`src/rtl/reg_file_mp.sv`:
```
// reg_file_mp: parametrised 2-write/2-read register file with write bypass and busy scoreboard
module reg_file_mp #(
  parameter int DATA_W   = 8,
  parameter int NUM_REGS = 8,
  parameter int ADDR_W   = 3,
  parameter int ZERO_REG = 1,
  parameter int BYPASS   = 1
) (
  input  logic                       clk,
  input  logic                       rst,
  input  logic                       we0,
  input  logic [ADDR_W-1:0]          waddr0,
  input  logic [DATA_W-1:0]          wdata0,
  input  logic                       we1,
  input  logic [ADDR_W-1:0]          waddr1,
  input  logic [DATA_W-1:0]          wdata1,
  input  logic [ADDR_W-1:0]          rs1,
  input  logic [ADDR_W-1:0]          rs2,
  output logic [DATA_W-1:0]          rdata1,
  output logic [DATA_W-1:0]          rdata2,
  input  logic                       claim,
  input  logic [ADDR_W-1:0]          claim_addr,
  output logic                       busy1,
  output logic                       busy2,
  output logic [NUM_REGS*DATA_W-1:0] regs_flat
);
  logic [DATA_W-1:0]   r_mem [NUM_REGS];
  logic [NUM_REGS-1:0] r_busy;
  logic                w_ok0, w_ok1, w_okc;

  // an address is live when in range and not the hardwired zero register
  function automatic logic f_ok(input logic [ADDR_W-1:0] a);
    return (int'(a) < NUM_REGS) && !(ZERO_REG != 0 && a == '0);
  endfunction

  // read value with port 1 taking precedence over port 0 when forwarding
  function automatic logic [DATA_W-1:0] f_rd(input logic [ADDR_W-1:0] a);
    if (!f_ok(a)) return '0;
    if (BYPASS != 0 && w_ok1 && waddr1 == a) return wdata1;
    if (BYPASS != 0 && w_ok0 && waddr0 == a) return wdata0;
    return r_mem[a];
  endfunction

  assign w_ok0  = we0 && f_ok(waddr0);
  assign w_ok1  = we1 && f_ok(waddr1);
  assign w_okc  = claim && f_ok(claim_addr);
  assign rdata1 = f_rd(rs1);
  assign rdata2 = f_rd(rs2);
  assign busy1  = f_ok(rs1) && r_busy[rs1];
  assign busy2  = f_ok(rs2) && r_busy[rs2];

  for (genvar g = 0; g < NUM_REGS; g++) begin : g_flat
    assign regs_flat[g*DATA_W +: DATA_W] = r_mem[g];
  end

  // storage and scoreboard: port 1 beats port 0, a claim beats a clearing write
  always_ff @(posedge clk)
    if (rst) begin
      r_mem  <= '{default: '0};
      r_busy <= '0;
    end else
      for (int i = 0; i < NUM_REGS; i++) begin
        if (w_ok1 && waddr1 == ADDR_W'(i)) r_mem[i] <= wdata1;
        else if (w_ok0 && waddr0 == ADDR_W'(i)) r_mem[i] <= wdata0;
        if (w_okc && claim_addr == ADDR_W'(i)) r_busy[i] <= 1'b1;
        else if ((w_ok1 && waddr1 == ADDR_W'(i)) || (w_ok0 && waddr0 == ADDR_W'(i))) r_busy[i] <= 1'b0;
      end
endmodule

```
`config.mk`:
```
export PLATFORM = sky130hd
export DESIGN_NAME = reg_file_mp
export DESIGN_NICKNAME = d
export VERILOG_FILES = /design/src/rtl/reg_file_mp.sv
export SDC_FILE = /design/constraint.sdc
export NUM_CORES = 1
export LEC_CHECK = 0
export BUFFER_PORTS_ARGS = -buffer_cell sky130_fd_sc_hd__buf_2
export CORE_ASPECT_RATIO = 0.8
export CORE_UTILIZATION = 52
export CTS_CLUSTER_SIZE = 24
export DETAILED_ROUTE_END_ITERATION = 8
export HOLD_SLACK_MARGIN = 0.12
export MAX_ROUTING_LAYER = met4
export PLACE_DENSITY = 0.84
export SYNTH_ARGS = -nofsm -noshare
export SYNTH_HDL_FRONTEND = slang
export SYNTH_SLANG_ARGS = --single-unit
```
`constraint.sdc`:
```
create_clock -name clk -period 2 [get_ports clk]
set_clock_uncertainty 0.2 [all_clocks]
set_input_delay 0.2 -clock clk [delete_from_list [all_inputs] [get_ports clk]]
set_output_delay 0.2 -clock clk [all_outputs]
set_load 0.05 [all_outputs]
```
==> run metrics <==
run status finished, violations left; violations in the final reports DRC, setup timing; detailed-placement wirelength estimate 15,400 µm; Iter 0 DRT Violations 1,260; critical path class register to primary output; hold endpoint regs_flat[37]$_SDFFE_PP0P_; horizontal extent of the die 113 µm; path class of the lowest-slack min-delay path primary input to register; final net count 773; count of max-cap constraint violations 0; die outline area 10,200 µm²; series of cell instances along the critical path mux4_2 -> mux2_2 -> nor3_2 -> buf_4 -> o41ai_4 -> buf_6; CTS tree built; count of buffers inserted at the top-level ports 117; final antenna-violating net count 0; category of the worst setup path launch point register; CTS Buffer Depth 2; number of endpoints failing setup at the final stage 16; cells taking the most area after synthesis dfxtp_1 28%, mux4_2 15%, mux2i_1 11%, a211oi_1 8.0%, nor2_1 4.6%; CP delay by family, top multiplexers; Yosys warnings 0; global routing usage summed across all routing layers approximately 55%; post-DR vias/cell 7.66; worst-case register-to-register setup slack roughly 0.73 ns; period utilization 130%; Hold Vio Cnt, Final 0; leading post-synthesis cells by instance count 71 x dfxtp_1, 62 x nor2_1, 56 x mux2i_1; global placer's final weighted congestion 0.961; Rows 31; crit path buf inv count 2; worst slew slack as a fraction of its limit 51.0%; overall via count from detail_route 6,613; combinational fraction of design power a little over a third; cells on worst reg2reg path 4; total wirelength of the detailed-routed design 27,000 µm; count of flip-flops with a built-in enable after synthesis 0; kind of end point of the critical path primary output; die height 90.5 µm; antenna violations before repair 4; fillcell total 400; grt total ovfl 0; initial core utilization 54.9%; Critical Path Fanout Max 3; setup repair after global routing missed its margin true; clock tree sinks 71; cell with the most instances after synthesis dfxtp_1; Net Count, Synth 559; WHS 0.139 ns; switching power share of the total 37.3%; async set or reset register ratio after synthesis 0%; top-area cell type share of the netlist area 27.9%; drt first pass iters 9; root buf cell clkbuf_16; clock network power share 32.6%; total CTS buffers 9; leakage component of the power approximately 3.5 nW; total area of multi-input combinational cells 3900 µm²; Final Total Pwr 0.00517 W; worst flop-to-flop path endpoint regs_flat[62]$_SDFFE_PP0P_; start point of the worst hold path wdata0[5]; slew at the pin closest to its max-slew limit 0.714 ns; residual DRC count 5; fraction of final layout cells sized beyond drive strength 1 60.4%; peak supply drop 0.662 mV; cell type with the highest aggregate area in the netlist dfxtp_1; first-pass GRT wire length 39,400 µm; slowest cell on the critical path mux4_2; routed length per instance 31.3 µm; flip-flop cell with the highest count after synthesis dfxtp_1; fraction of the yosys area taken by sequential cells 27.9%; final worst path period need 2.60 ns; via count of the first global-routing pass 6,297; count of pins over their slew limit 0; Pwr per Cell Area 648 nW/µm²; final worst setup slack -0.603 ns; cells after synthesis 523; count of unique library cells instantiated by Yosys 45; area of the placeable core between 9000 and 10,000 µm²; power share of the sequential group 31.0%; max frequency slightly below 0.4 GHz; largest net degree at the start of global routing 72; number of register bits inferred by synthesis around 70; cell internal pwr 0.00324 W; clock slew at reported path FFs 0.06 ns; Mapped Area 5090 µm²; worst r2r src regs_flat[62]$_SDFFE_PP0P_; area used by sequential logic in the layout about 1500 µm²; clock latency of the later-clocked register in the worst-skew pair 0.35 ns; CP peak stage delay 0.60 ns; net load switching power 0.00193 W; Critical Path RT 1.60 ns; Cells on Worst Hold Path 3; io pins approximately 120; area growth from synthesis to layout 56.7%; synthesized area per cell between 9 and 10 µm²; Arrival @ worst endpoint 2.20 ns; H-tree lvl count 3
## power by group through the flow
stage	clock, W	combinational, W	sequential, W
floorplan	0	0.000858	0.00182
global placement	0	0.00156	0.00160
detailed placement	0	0.00160	0.00160
CTS	0.00164	0.00176	0.00158
global route	0.00174	0.00192	0.00160
finish	0.00168	0.00188	0.00160
## per-stage QoR
stage / cells / area [µm²] / setup TNS (ns) / worst slack [ns] / util [%]
4_1_cts: 854 / 7920 / -5.45 / -0.391 / 85.4
2_1_floorplan: 523 / 5710 / -2.68 / -0.181 / -
3_5_place_dp: 817 / 7120 / -5.45 / -0.430 / 76.8
6_report: 863 / 7980 / -6.48 / -0.603 / 86.1
5_1_grt: 862 / 7980 / -6.82 / -0.585 / 86.0
3_3_place_gp: 817 / 7120 / -4.42 / -0.345 / 76.8
## cell usage in the layout, fill, tap and decap left out, types with 10 or more instances in the layout
cell | netlist | routed
buf_4 | 9 | 109
buf_2 | 21 | 101
nor2_1 | 62 | 62
dfxtp_2 | 0 | 60
mux2i_1 | 56 | 56
a211oi_1 | 54 | 54
mux4_2 | 34 | 34
buf_6 | 7 | 32
o211ai_1 | 21 | 21
o41ai_4 | 0 | 16
mux2_4 | 0 | 14
buf_12 | 0 | 14
a21oi_1 | 22 | 13
nand2_1 | 12 | 12
dlygate4sd3_1 | 0 | 12
nor2b_1 | 11 | 10
## registers in the layout, indices dropped and copies added (netlist names)
name and count:
r_busy 7, regs_flat 64
## layout make-up
class / instances / share of cell area, %
multi-input combinational: 383 / 48.8
timing repair buffer: 269 / 26.3
sequential: 71 / 18.9
clock buffer: 11 / 3.04
tap: 115 / 1.80
clock inverter: 5 / 0.721
antenna: 6 / 0.188
inverter: 3 / 0.141
## worst reg2reg max path, delay by kind of cell (launching register included)
kind | cells | cell delay (ns)
DFF | 1 | 0.34
AOI/OAI and AO/OA | 1 | 0.08
and+or+nand+nor | 1 | 0.19
buffers and inverters | 2 | 0.30
## metal layers
metal / global-route usage, % / share of wire [%] / vias up
met3: 25.6 / 18 / 344
met4: 34.9 / 10 / 0
met2: 75.5 / 40 / 821
met5: - / 0 / -
met1: 63.3 / 32 / 3004
li1: - / - / 2444
## worst max-delay path by stage
stage / from / cells past startpoint / slack, ns / to
after CTS: regs_flat[59]$_SDFFE_PP0P_ / 6 / -0.39 / rdata2[3]
final: regs_flat[50]$_SDFFE_PP0P_ / 6 / -0.60 / rdata1[2]
after detailed placement: rs1[1] / 8 / -0.43 / rdata1[5]
after global routing: regs_flat[50]$_SDFFE_PP0P_ / 6 / -0.59 / rdata1[2]
after floorplan: rs2[1] / 6 / -0.18 / rdata2[0]
after global placement: rs1[1] / 8 / -0.34 / rdata1[2]
## cells by family (layout without fill, tap and decap cells)
| kind of cell | count (synthesis) | after routing | synth area share (%) |
|---|---|---|---|
| XOR/XNOR | 8 | 8 | 1.38 |
| flip-flops | 71 | 71 | 27.9 |
| buffers and inverters | 69 | 288 | 7.30 |
| multiplexers | 106 | 106 | 29.6 |
| other | 0 | 6 | 0 |
| AND/OR/NAND/NOR | 132 | 132 | 12.7 |
| AO/OA/AOI/OAI | 137 | 137 | 21.1 |
## repair_timing
action | in CTS | in global routing
endpoints found under the hold margin | 12 | 0
hold buffers | 12 | 0
buffers inserted | 10 | 3
endpoints found under the setup margin | 16 | 18
gates resized for setup | 81 | 5
pin swaps | 8 | 3
cloned | 0 | 0
Power figures use the tool's default switching activity.
